`src/rtl/hazard_pkg.sv`:
```
// rtl/hazard_pkg.sv - shared types and defaults for the pipeline hazard controller
package hazard_pkg;

  typedef enum logic [1:0] {
    RUN       = 2'd0,
    FLUSH     = 2'd1,
    IMEM_WAIT = 2'd2
  } state_e;

  localparam logic [4:0] REG_ZERO = 5'd0;

  localparam int FLUSH_CYCLES_DEF = 1;
  localparam int TIMEOUT_DEF      = 255;

endpackage

```
`src/rtl/sat_counter.sv`:
```
// rtl/sat_counter.sv - saturating up-counter with enable and async active-low clear
module sat_counter #(
  parameter int W = 16
) (
  input  logic         clk,
  input  logic         clr_n,
  input  logic         en,
  output logic [W-1:0] cnt
);

  logic [W-1:0] cnt_q;
  logic [W-1:0] cnt_d;

  always_comb begin
    cnt_d = cnt_q;
    if (en && (cnt_q != '1)) cnt_d = cnt_q + 1'b1;
  end

  always_ff @(posedge clk or negedge clr_n) begin
    if (!clr_n) cnt_q <= '0;
    else        cnt_q <= cnt_d;
  end

  assign cnt = cnt_q;

endmodule

```
`src/rtl/hazard_ctrl.sv`:
```
// rtl/hazard_ctrl.sv - stall/flush control for a 5-stage pipeline with load-use,
// taken-branch and instruction-memory wait handling plus a sticky fetch watchdog.
module hazard_ctrl
  import hazard_pkg::*;
#(
  parameter int FLUSH_CYCLES = FLUSH_CYCLES_DEF,
  parameter int TIMEOUT      = TIMEOUT_DEF
) (
  input  logic        clk,
  input  logic        reset,
  input  logic [4:0]  id_rs,
  input  logic [4:0]  id_rt,
  input  logic        idex_memread,
  input  logic [4:0]  idex_rt,
  input  logic        ex_branch_taken,
  input  logic        imem_ready,
  output logic        pc_write,
  output logic        ifid_write,
  output logic        ifid_flush,
  output logic        idex_bubble,
  output logic        imem_timeout,
  output logic [15:0] stall_cnt,
  output logic [15:0] flush_cnt
);

  localparam int            WW        = $clog2(TIMEOUT + 1);
  localparam logic [WW-1:0] TMO       = WW'(TIMEOUT);
  localparam logic [1:0]    FCNT_INIT = 2'(FLUSH_CYCLES - 1);

  state_e        state_q, state_d;
  logic [1:0]    fcnt_q, fcnt_d;
  logic [WW-1:0] wait_q, wait_d;
  logic          tmo_q, tmo_d;
  logic          lu;
  logic          branch_ev;

  assign lu = idex_memread && (idex_rt != REG_ZERO) &&
              ((idex_rt == id_rs) || (idex_rt == id_rt));

  always_comb begin
    state_d     = state_q;
    fcnt_d      = fcnt_q;
    wait_d      = '0;
    tmo_d       = tmo_q;
    branch_ev   = 1'b0;
    pc_write    = 1'b1;
    ifid_write  = 1'b1;
    ifid_flush  = 1'b0;
    idex_bubble = 1'b0;

    if (ex_branch_taken) begin
      ifid_write  = 1'b0;
      ifid_flush  = 1'b1;
      idex_bubble = 1'b1;
      branch_ev   = 1'b1;
      if (FLUSH_CYCLES > 1) begin
        state_d = FLUSH;
        fcnt_d  = FCNT_INIT;
      end else begin
        state_d = RUN;
        fcnt_d  = '0;
      end
    end else if (state_q == FLUSH) begin
      ifid_write  = 1'b0;
      ifid_flush  = 1'b1;
      idex_bubble = 1'b1;
      fcnt_d      = fcnt_q - 1'b1;
      if (fcnt_q <= 2'd1) begin
        state_d = RUN;
        fcnt_d  = '0;
      end
    end else if (!imem_ready) begin
      // the entering RUN cycle counts as the first wait cycle
      pc_write    = 1'b0;
      ifid_write  = 1'b0;
      idex_bubble = 1'b1;
      state_d     = IMEM_WAIT;
      wait_d      = (wait_q == TMO) ? wait_q : wait_q + 1'b1;
      if (wait_d == TMO) tmo_d = 1'b1;
    end else begin
      state_d = RUN;
      if (lu) begin
        pc_write    = 1'b0;
        ifid_write  = 1'b0;
        idex_bubble = 1'b1;
      end
    end

    if (!reset) begin
      pc_write    = 1'b0;
      ifid_write  = 1'b0;
      ifid_flush  = 1'b0;
      idex_bubble = 1'b0;
    end
  end

  always_ff @(posedge clk or negedge reset) begin
    if (!reset) begin
      state_q <= RUN;
      fcnt_q  <= '0;
      wait_q  <= '0;
      tmo_q   <= 1'b0;
    end else begin
      state_q <= state_d;
      fcnt_q  <= fcnt_d;
      wait_q  <= wait_d;
      tmo_q   <= tmo_d;
    end
  end

  assign imem_timeout = tmo_q;

  sat_counter #(.W(16)) u_stall_cnt (
    .clk   (clk),
    .clr_n (reset),
    .en    (!pc_write),
    .cnt   (stall_cnt)
  );

  sat_counter #(.W(16)) u_flush_cnt (
    .clk   (clk),
    .clr_n (reset),
    .en    (branch_ev),
    .cnt   (flush_cnt)
  );

endmodule

```
`config.mk`:
```
export PLATFORM = sky130hd
export DESIGN_NAME = hazard_ctrl
export DESIGN_NICKNAME = d
export VERILOG_FILES = /design/src/rtl/hazard_pkg.sv /design/src/rtl/sat_counter.sv /design/src/rtl/hazard_ctrl.sv
export SDC_FILE = /design/constraint.sdc
export NUM_CORES = 1
export LEC_CHECK = 0
export ABC_AREA = 1
export CELL_PAD_IN_SITES_DETAIL_PLACEMENT = 0
export CELL_PAD_IN_SITES_GLOBAL_PLACEMENT = 1
export CORE_ASPECT_RATIO = 2
export CORE_UTILIZATION = 30
export DETAILED_ROUTE_END_ITERATION = 8
export DONT_BUFFER_PORTS = 1
export PLACE_DENSITY = 0.55
export SYNTH_ARGS = -nofsm -noshare
export SYNTH_HDL_FRONTEND = slang
export SYNTH_SLANG_ARGS = --single-unit
```
`constraint.sdc`:
```
create_clock -name clk -period 4.6 [get_ports clk]
set_input_delay 1.38 -clock clk [delete_from_list [all_inputs] [get_ports clk]]
set_output_delay 1.38 -clock clk [all_outputs]
set_load 0.005 [all_outputs]
```
# Word level (Yosys, flattened, before mapping)
# Cells that the tools add are included.
# word_totals
mem_count	0
latch_bits	0
input_bits	20
ram_bits	0
out_inout_bits	37
reg_bits	45
mem_bits_ro	0
word_cells	59
# op_classes
div	0
bitwise	3
n_addsub	4
n_mux	28
n_mul	0
shifts	0
n_lt_le_gt_ge	1
n_eq_ne	8
reduce_logical	9
# ops
op	n
16-bit by 1-bit adder with 16-bit output, second input constant	2
8-bit two-way mux	4
16-bit != test, second input constant	2
1-bit two-way mux	17
8-bit == test, second input constant	2
2-bit two-way mux	7
5-bit == test	2
8-bit by 1-bit adder with 8-bit output, second input constant	1
5-bit nonzero test	1
1-bit logical AND	4
4-bit AND reduction	1
3-bit by 2-bit != test with 1-bit output, second input constant	1
1-bit NOT	3
2-bit by 1-bit == test with 1-bit output, second input constant	1
2-bit by 1-bit <= comparator with 1-bit output, second input constant	1
2-bit nonzero test	1
2-bit by 1-bit subtractor with 2-bit output, second input constant	1
1-bit zero test	1
1-bit logical OR	1

# Depth between registers and ports, before layout
# Gate-level depths: netlist of run 1.
# logic_depth
ltp_word	10
depth_mapped	12
ltp_nobuf	11

# By module
# A second synthesis of run 1 with hierarchy kept.
# unflattened
hier_cells	427
hier_area_um2	2891.5
# by_module_without_submodules
mod	n_inst	seq_area_each_um2	area_per_inst_um2	cells_per_inst
sat_counter	2	400.4	1058.5	149
hazard_ctrl	1	225.2	774.5	129

# Least setup slack after synthesis of run 1
# No wires, ideal clock.
# synth_timing
path_kind	input port to output port
startpoint	input port idex_rt[3]
endpoint	output port ifid_write
setup_slack_ps	1040
path_buffers	1
stages	8
required_ps	3220
t_arrival_ps	2180
cell_sequence	inv_1 nand4_1 o21ai_0 inv_1 nand2_1 nand3_2 buf_2 nor2_1
# synth_between
elab_chain_len	8
word_cells_on_any_way	11
classes_between	2 x eq/ne; 5 x mux; 4 x reduce/logical
# synth_lines
element	line_no	rtl
start: declaration	hazard_ctrl.sv:14	input logic [4:0] idex_rt,
5-bit == test or 5-bit nonzero test (tied branches)	hazard_ctrl.sv:38, hazard_ctrl.sv:37	
1-bit logical OR or 1-bit logical AND (tied branches)	hazard_ctrl.sv:38, hazard_ctrl.sv:37	
1-bit logical AND *	hazard_ctrl.sv:37	assign lu = idex_memread && (idex_rt != REG_ZERO) &&
1-bit two-way mux *	hazard_ctrl.sv:82	if (lu) begin
1-bit two-way mux *	hazard_ctrl.sv:72	end else if (!imem_ready) begin
1-bit two-way mux *	hazard_ctrl.sv:63	end else if (state_q == FLUSH) begin
1-bit two-way mux *	hazard_ctrl.sv:51	if (ex_branch_taken) begin
1-bit two-way mux *	hazard_ctrl.sv:89	if (!reset) begin
end: declaration	hazard_ctrl.sv:18	output logic ifid_write,
# Every way passes the cells marked *; elsewhere a longest branch is shown, timed or not.

# Final worst setup path of run 1
# layout_timing
startpoint	input port idex_rt[1]
endpoint	output port pc_write
# layout_between
elab_chain_len	8
word_cells_on_any_way	11
classes_between	2 x eq/ne; 5 x mux; 4 x reduce/logical
# layout_lines
element	line_no	rtl
5-bit == test or 5-bit nonzero test (tied branches)	hazard_ctrl.sv:38, hazard_ctrl.sv:37	
1-bit logical OR or 1-bit logical AND (tied branches)	hazard_ctrl.sv:38, hazard_ctrl.sv:37	
1-bit logical AND *	hazard_ctrl.sv:37	
1-bit two-way mux *	hazard_ctrl.sv:82	
1-bit two-way mux *	hazard_ctrl.sv:72	
1-bit two-way mux *	hazard_ctrl.sv:63	
1-bit two-way mux *	hazard_ctrl.sv:51	
1-bit two-way mux *	hazard_ctrl.sv:89	
end: declaration	hazard_ctrl.sv:17	output logic pc_write,
# Marked as above.

==> run summary, run 1 <==
Die X: 67.7 um
Commonest cells after routing, fill and taps aside: nand2_1, inv_1, dfrtp_1, nor2_1, nand4_1
Initial DRC Count: 65
Clk pwr share: 39.5%
Reg2Reg Depth: 7
Synth Instances: 358
Arr. time, crit path: 2330 ps
DIE AREA: 9030 um^2
First-pass GRT wire length: 10.9 mm
CTS Buf Count: 5
Clk slew on worst S/H paths: 60 ps
Final Cycle Share: 80.6%
Outcome: completed
CP Launch Type: input pin
Dpl hpwl: 5.00 mm
Power share of the combinational group: 13.3%
GRT Total Usage: 16.1%
Hold depth: 2
Fin area: 2840 um^2
Switching share of total power: 29.1%
Final hold vios: 0
# DRC: 0
Hold wc startpoint: imem_timeout$_DFFE_PN0P_
Routed WL: 6.63 mm
PortBufs: 0
Net switching power: 0.305 mW
TritonCTS clock tree: yes
Layout cells sized above 1: 5.57%
Post-cts resize count: 0
CP Data Required Time: 3220 ps
Max-slew violation count: 0
Tightest Pin Transition: 480 ps
Placed Area: 2670 um^2
Core area: 8350 um^2
RSZ-0062 raised after global routing: no
# setup viols final: 0
Largest buffer count on any clock path: 2
I/O Pins: 57
Routed WL per cell: 14.5 um
Maximum capacitance violations: 0
Cts hold-fix bufs: 0
Sequential fraction of the synthesis area: 39.6%
Yosys warnings: 0
Vias in the first global route: 2,284
Synthesized Nets: 381
Pwr per Cell Area: 369 nW/um^2
Internal power: 0.744 mW
Final Skew: 4.17 ps
Avg Cell Area, Syn: 7.23 um^2
Largest net degree at the start of global routing: 45
Die Ht: 133 um
Yosys cell types: 28
Syn-to-layout area delta: 9.81%
Final min period: 3710 ps
Grt total ovfl: 0
Crit. End Element: primary output
ANT cells: 0
Worst vdd ir: 0.156 mV
Vias per cell: 4.87
Initial Util: 31.0%
Leakage: 1.45 nW
Mapped Area: 2590 um^2
Root buffer cell: clkbuf_16
Reg-to-Reg Start: u_stall_cnt.cnt[0]$_DFFE_PN0P_
Crit Path Class: in -> out
Clock sink count: 41
Setup total negative slack: 0 ps
Worst r2r dst: u_stall_cnt.cnt[15]$_DFFE_PN0P_
#FFs+latches synth: 41
DRT antenna net count: 0
Final #Nets: 381
Setup repair bufs after CTS: 0
Fmax: 270 MHz
Clock Latency Late Sink: 280 ps
1st-pass router iterations: 4
Commonest non-fill, non-tap cell in the layout: nand2_1
Routed via count: 2,224
Sequential power share: 47.2%
Crit-path max FO: 23
Initial antenna violation count: 0
Reg2reg setup slack: 2510 ps
Num rows: 47
# H-tree levels: 2
Placer Congestion: 0.768
Relative slew slack: 67.9%
Worst hold endpoint: imem_timeout$_DFFE_PN0P_
Min-Delay Path Class: reg -> reg
-- critical path, cell delays in order --
cell     delay (ps)
inv_1            40
nand2_1          50
nand2_1          50
nor2_1          110
nand3_1          80
nand2_1          70
nand2_1          80
nand3_2          80
buf_4           250
nand2_1         140
-- flip-flops by register name, summed over array words and instances, names as in the netlist --
name / cells
imem_timeout: 1
u_flush_cnt.cnt: 16
u_stall_cnt.cnt: 16
wait_q: 8
-- metal layers --
metal	part of all wire [%]	vias up	GRT usage, %
li1	-	1130	-
met1	38	1050	16.7
met2	56	38	29.3
met3	3.8	6	3.94
met4	1.6	0	6.50
met5	0	-	0
-- worst max-delay path by stage --
stage	startpoint	endpoint	slack [ps]	depth (start not counted)
after floorplan	idex_rt[3]	ifid_write	1040	8
after global placement	idex_rt[3]	pc_write	890	10
after detailed placement	idex_rt[1]	pc_write	880	10
after CTS	idex_rt[1]	pc_write	870	10
after global routing	idex_rt[3]	pc_write	700	10
final	idex_rt[1]	pc_write	890	10
-- per-stage QoR --
stage                     util, %  cells  power (mW)  hold WS (ps)  worst slack [ps]
after global placement       32.0    449       0.643           482               893
after global routing         34.1    457        1.12           543               704
after floorplan                 -    358       0.598           457              1040
after CTS                    34.1    457        1.07           500               874
final                        34.1    457        1.05           490               893
after detailed placement     32.0    449       0.645           483               884
-- power groups by stage --
| stage | Sequential [mW] | Combinational, mW | Clock [mW] |
|---|---|---|---|
| finish | 0.495 | 0.139 | 0.415 |
| global route | 0.509 | 0.163 | 0.445 |
| CTS | 0.497 | 0.143 | 0.433 |
| detailed placement | 0.503 | 0.141 | 0 |
| global placement | 0.503 | 0.140 | 0 |
| floorplan | 0.477 | 0.121 | 0 |
-- Yosys cell counts --
library cell,n,area [um^2]
nand2_1,109,409
inv_1,48,180
dfrtp_1,41,1030
nor2_1,40,150
nand4_1,26,163
nand3_1,25,125
xor2_1,15,131
xnor2_1,11,96.3
o21ai_0,6,30.0
nor3_1,5,25.0
a21oi_1,4,20.0
buf_2,3,15.0
buf_4,3,22.5
ha_1,3,37.5
clkbuf_1,2,7.51
nand2_2,2,12.5
nand3_2,2,20.0
nand3b_1,2,15.0
nor3_2,2,20.0
and3_1,1,6.26
buf_6,1,11.3
clkinv_1,1,3.75
nand4_2,1,12.5
nor2_4,1,11.3
nor3_4,1,16.3
o21a_1,1,7.51
o21ai_2,1,8.76
or2_2,1,6.26
-- cell families after synthesis --
kind of cell             Yosys count  share of synthesized area (%)
AO/OA/AOI/OAI                     12                           2.56
XOR/XNOR                          26                           8.79
adder cells (fa/ha/maj)            3                           1.45
buffers and inverters             58                           9.27
flip-flops                        41                           39.6
AND/OR/NAND/NOR                  218                           38.3
-- area by class of cell --
type                    count  area, um^2
inverters                  49         184
flip-flops and latches     41        1030
clock buffers               7         143
clock inverters             1        30.0
multi-input cells         259        1320
repair buffers              2        15.0
fillers                   924        5510
well taps                  98         123
Power figures use the tool's default switching activity.
==> run 2: changes to the inputs <==
Settings changed: PLACE_DENSITY 0.55 to 0.58.
Clock period 4.6 ns to 3.2 ns, I/O delays scaled along.
==> run 2 against run 1 <==
  * Setup slack lost 310 ps
  * Count of clock-buffer cells in the layout shrank 1
  * Clock power grew 27%
  * Critical path type unchanged
==> run summary, run 2 (same netlist as run 1, synthesis figures left out) <==
Die Ht: 133 um (unchanged)
Total Power: 1.43 mW (+37%)
Dpl hpwl: 4.99 mm (-0.13%)
# DRC: 0 (unchanged)
Largest net degree at the start of global routing: 45 (unchanged)
DRT antenna net count: 0 (unchanged)
Vias in the first global route: 2,276 (-0.35%)
Num rows: 47 (unchanged)
Min-Delay Path Class: in -> async
Post-layout util: 33.8% (-0.24 points)
Crit Path Class: in -> out
# setup viols final: 0 (unchanged)
Initial antenna violation count: 0 (unchanged)
Max-slew violation count: 0 (unchanged)
FILL cells: 920 (-0.43%)
Tightest Pin Transition: 512 ps (+31.5 ps)
Final #Nets: 381 (unchanged)
GRT Total Usage: 16.0% (-0.10 points)
Placed Cells: 449 (unchanged)
Maximum capacitance violations: 0 (unchanged)
PortBufs: 0 (unchanged)
Clk slew on worst S/H paths: 60 ps (about the same)
Commonest non-fill, non-tap cell in the layout: nand2_1
Clock sink count: 41 (unchanged)
Non-Filler Instances: 457 (unchanged)
Initial DRC Count: 93 (+43%)
DIE AREA: 9030 um^2 (unchanged)
1st-pass router iterations: 4 (unchanged)
Fin area: 2820 um^2 (-0.70%)
TritonCTS clock tree: yes
Post-cts resize count: 0 (unchanged)
Crit-path max FO: 3 (-87%)
Largest buffer count on any clock path: 2 (unchanged)
Fmax: 382 MHz
Layout cells sized above 1: 5.85% (+0.28 points)
Placed Area: 2670 um^2 (unchanged)
ANT cells: 0 (unchanged)
I/O Pins: 57 (unchanged)
Clock Latency Late Sink: 290 ps (about the same)
Arr. time, crit path: 1650 ps (-680 ps)
Outcome: completed
Commonest cells after routing, fill and taps aside: nand2_1, inv_1, dfrtp_1, nor2_1, nand4_1
Setup repair bufs after CTS: 0 (unchanged)
Routed WL: 6.55 mm (-1.3%)
Die X: 67.7 um (unchanged)
Final min period: 2610 ps
Relative slew slack: 65.8% (-2.1 points)
Routed WL per cell: 14.3 um (-1.3%)
Final Skew: 2.90 ps (-1.26 ps)
CP Data Required Time: 2240 ps (-980 ps)
Syn-to-layout area delta: 9.03%
# H-tree levels: 2 (unchanged)
RSZ-0062 raised after global routing: no
Routed via count: 2,265 (+1.8%)
Grt total ovfl: 0 (unchanged)
CP Launch Type: input pin
Root buffer cell: clkbuf_16
Placer Congestion: 0.773 (+0.66%)
CTS Buf Count: 5 (unchanged)
Leakage: 1.44 nW (-0.50%)
Final Cycle Share: 81.7%
Pwr per Cell Area: 508 nW/um^2 (+38%)
Crit. End Element: primary output
Setup total negative slack: 0 ps (unchanged)
Core area: 8350 um^2 (unchanged)
Cts hold-fix bufs: 0 (unchanged)
Initial Util: 31.0% (unchanged)
First-pass GRT wire length: 10.8 mm (-0.31%)
Vias per cell: 4.96 (+1.8%)
Final hold vios: 0 (unchanged)
Worst vdd ir: 0.190 mV (+22%)
## run 2: per-stage QoR
step,hold WS (ps),setup WS [ps]
after global placement,477,575
after floorplan,457,480
after CTS,354,560
final,362,586
after global routing,344,444
after detailed placement,478,562
## run 2: area by class of cell
class	count	area [um^2]	area share, %
timing repair buffer	2	15.0	0.532
sequential	41	1030	36.3
multi-input combinational	259	1320	46.9
clock inverter	2	13.8	0.487
clock buffer	6	139	4.92
tap	98	123	4.34
inverter	49	184	6.51
## run 2: power by group
group | switching [mW] | leakage (nW) | total, mW | internal (mW)
sequential | 0.120 | 0.548 | 0.709 | 0.590
combinational | 0.111 | 0.815 | 0.200 | 0.0889
clock | 0.214 | 0.0768 | 0.525 | 0.310
total | 0.445 | 1.44 | 1.43 | 0.989
## run 2: critical path, stage by stage
cell	delay [ps]
inv_1	60
nand4_1	110
o21ai_0	150
inv_1	50
nand2_1	90
nand3_2	100
nor2_1	130
## run 2: final timing paths
check	from	endpoint	slack, ps	depth (start not counted)
max reg2reg	u_stall_cnt.cnt[0]$_DFFE_PN0P_	u_stall_cnt.cnt[15]$_DFFE_PN0P_	1100	7
min	reset	u_flush_cnt.cnt[4]$_DFFE_PN0P_	360	0
min in group clk	imem_timeout$_DFFE_PN0P_	imem_timeout$_DFFE_PN0P_	490	2
max in group asynchronous	reset	u_stall_cnt.cnt[8]$_DFFE_PN0P_	2750	0
max	idex_rt[3]	ifid_write	590	7
min reg2reg	imem_timeout$_DFFE_PN0P_	imem_timeout$_DFFE_PN0P_	490	2
## run 2: layer usage
metal	track usage [%]	routed length [um]
met4	7.09	176
met3	3.85	313
met1	15.9	2450
met2	29.5	3610
met5	0	0
==> run 3: changes to the inputs <==
Settings changed: PLACE_DENSITY 0.58 to 0.55.
Clock period 3.2 ns to 2.66 ns, I/O delays scaled along.
==> run 3 against run 2 <==
  * Cell area increased by 0.53%
  * Sequential cell count unchanged
  * Critical endpoint unchanged
  * Hold slack got worse by 150 ps
==> run summary, run 3 (same netlist as run 1, synthesis figures left out) <==
PortBufs: 0 (unchanged)
Final Skew: 3.06 ps (+0.157 ps)
Leakage: 1.45 nW (+0.54%)
Worst path cell trace: inv_1 -> nand4_1 -> o21ai_0 -> inv_1 -> nand2_1 -> nand3_2 -> nor2_1
Vias per cell: 4.91 (-0.93%)
Final hold vios: 0 (unchanged)
Reg2reg setup slack: 690 ps (-410 ps)
Reg2Reg Depth: 8 (+1)
Initial DRC Count: 85 (-8.6%)
Fin area: 2840 um^2 (+0.53%)
Largest net degree at the start of global routing: 45 (unchanged)
Relative slew slack: 69.0% (+3.1 points)
Clock Latency Late Sink: 280 ps (about the same)
ANT cells: 0 (unchanged)
Clock sink count: 41 (unchanged)
Initial antenna violation count: 0 (unchanged)
Setup total negative slack: 0 ps (unchanged)
RSZ-0062 raised after global routing: no
Fmax: 432 MHz
Internal power: 1.25 mW (+27%)
# DRC: 0 (unchanged)
Cts hold-fix bufs: 0 (unchanged)
Initial Util: 31.0% (unchanged)
CP max-delay cell: o21ai_0
Commonest non-fill, non-tap cell in the layout: nand2_1
Final #Nets: 382 (+0.26%)
DRT antenna net count: 0 (unchanged)
Worst r2r dst: u_stall_cnt.cnt[3]$_DFFE_PN0P_
Dpl hpwl: 4.99 mm (-0.15%)
Die Ht: 133 um (unchanged)
Clk pwr share: 38.4% (+1.8 points)
CTS Buf Count: 5 (unchanged)
Switching share of total power: 29.5% (-1.5 points)
Placed Area: 2680 um^2 (+0.28%)
Outcome: completed
Num rows: 47 (unchanged)
Vias in the first global route: 2,219 (-2.5%)
Layout cells sized above 1: 5.85% (unchanged)
GRT Total Usage: 15.9% (-0.12 points)
TritonCTS clock tree: yes
Total Power: 1.78 mW (+24%)
Crit Path Class: in -> out
Root buffer cell: clkbuf_16
CP Launch Type: input pin
# setup viols final: 0 (unchanged)
Post-cts resize count: 0 (unchanged)
DIE AREA: 9030 um^2 (unchanged)
# H-tree levels: 2 (unchanged)
Syn-to-layout area delta: 9.61%
Net switching power: 0.525 mW (+18%)
Max-slew violation count: 0 (unchanged)
Crit-path max FO: 3 (unchanged)
Min-Delay Path Class: in -> async
Setup repair bufs after CTS: 0 (unchanged)
Reg-to-Reg Start: u_stall_cnt.cnt[0]$_DFFE_PN0P_
Commonest cells after routing, fill and taps aside: nand2_1, inv_1, dfrtp_1, nor2_1, nand4_1
Arr. time, crit path: 1520 ps (-130 ps)
Worst path max stage delay: 160 ps (about the same)
Routed WL: 6.62 mm (+1.2%)
Clk slew on worst S/H paths: 60 ps (about the same)
Grt total ovfl: 0 (unchanged)
CP Data Required Time: 1860 ps (-380 ps)
Crit. End Element: primary output
Worst vdd ir: 0.269 mV (+41%)
Placer Congestion: 0.845 (+9.2%)
Maximum capacitance violations: 0 (unchanged)
Largest buffer count on any clock path: 2 (unchanged)
Die X: 67.7 um (unchanged)
Routed via count: 2,244 (-0.93%)
Tightest Pin Transition: 464 ps (-47.1 ps)
Sequential power share: 47.9% (-1.6 points)
Routed WL per cell: 14.5 um (+1.2%)
Core area: 8350 um^2 (unchanged)
Crit-path most repeated cell: inv_1
1st-pass router iterations: 4 (unchanged)
First-pass GRT wire length: 10.8 mm (-0.58%)
Power share of the combinational group: 13.7% (-0.2 points)
I/O Pins: 57 (unchanged)
Pwr per Cell Area: 627 nW/um^2 (+23%)
Final Cycle Share: 87.1%
Final min period: 2320 ps
[run 3: cell count changes in the layout (fill, tap and decap cells not counted), sizes merged]
cell	before	now
clkbuf	6	5
clkinv	3	2
buf	2	3
bufinv	0	1
[run 3: metrics by stage]
step	hold WS, ps	worst slack (ps)	std cells	util (%)
floorplan	457	264	358	-
global placement	482	326	450	32.1
detailed placement	483	317	450	32.1
CTS	198	311	457	34.0
global route	190	191	457	34.0
finish	208	344	457	34.0
[run 3: worst max path at each step]
stage / from / endpoint / slack, ps / depth (start not counted)
detailed placement: idex_rt[3] / ifid_write / 320 / 7
global route: idex_rt[3] / ifid_write / 190 / 7
global placement: idex_rt[1] / ifid_write / 330 / 7
floorplan: idex_rt[3] / ifid_write / 260 / 8
CTS: idex_rt[1] / ifid_write / 310 / 7
finish: idex_rt[3] / ifid_write / 340 / 7
[run 3: power by group through the flow]
stage	sequential, mW	clock, mW	combinational [mW]
floorplan	0.825	0	0.210
global placement	0.869	0	0.245
detailed placement	0.868	0	0.248
CTS	0.857	0.708	0.250
global route	0.879	0.729	0.288
finish	0.852	0.684	0.243
[run 3: critical path, delay by kind of cell]
family,cells,cell delay (ps)
buf+inv,2,110
compound gates,1,160
simple gates,4,440
[run 3: routing by layer]
| metal | part of all wire [%] | vias to the layer above | wire length, um | track usage, % |
|---|---|---|---|---|
| met2 | 55 | 46 | 3630 | 29.2 |
| met3 | 4.4 | 5 | 293 | 3.85 |
| met4 | 1.6 | 0 | 106 | 5.32 |
| met5 | 0 | - | 0 | 0 |
| met1 | 39 | 1059 | 2600 | 16.7 |
| li1 | - | 1134 | - | - |
[run 3: cell type report]
type	instances	area, um^2
timing repair buffer	3	22.5
tap	98	123
inverter	49	184
clock inverter	2	35.0
clock buffer	5	125
multi-input combinational	259	1320
sequential	41	1030
fill	927	5510
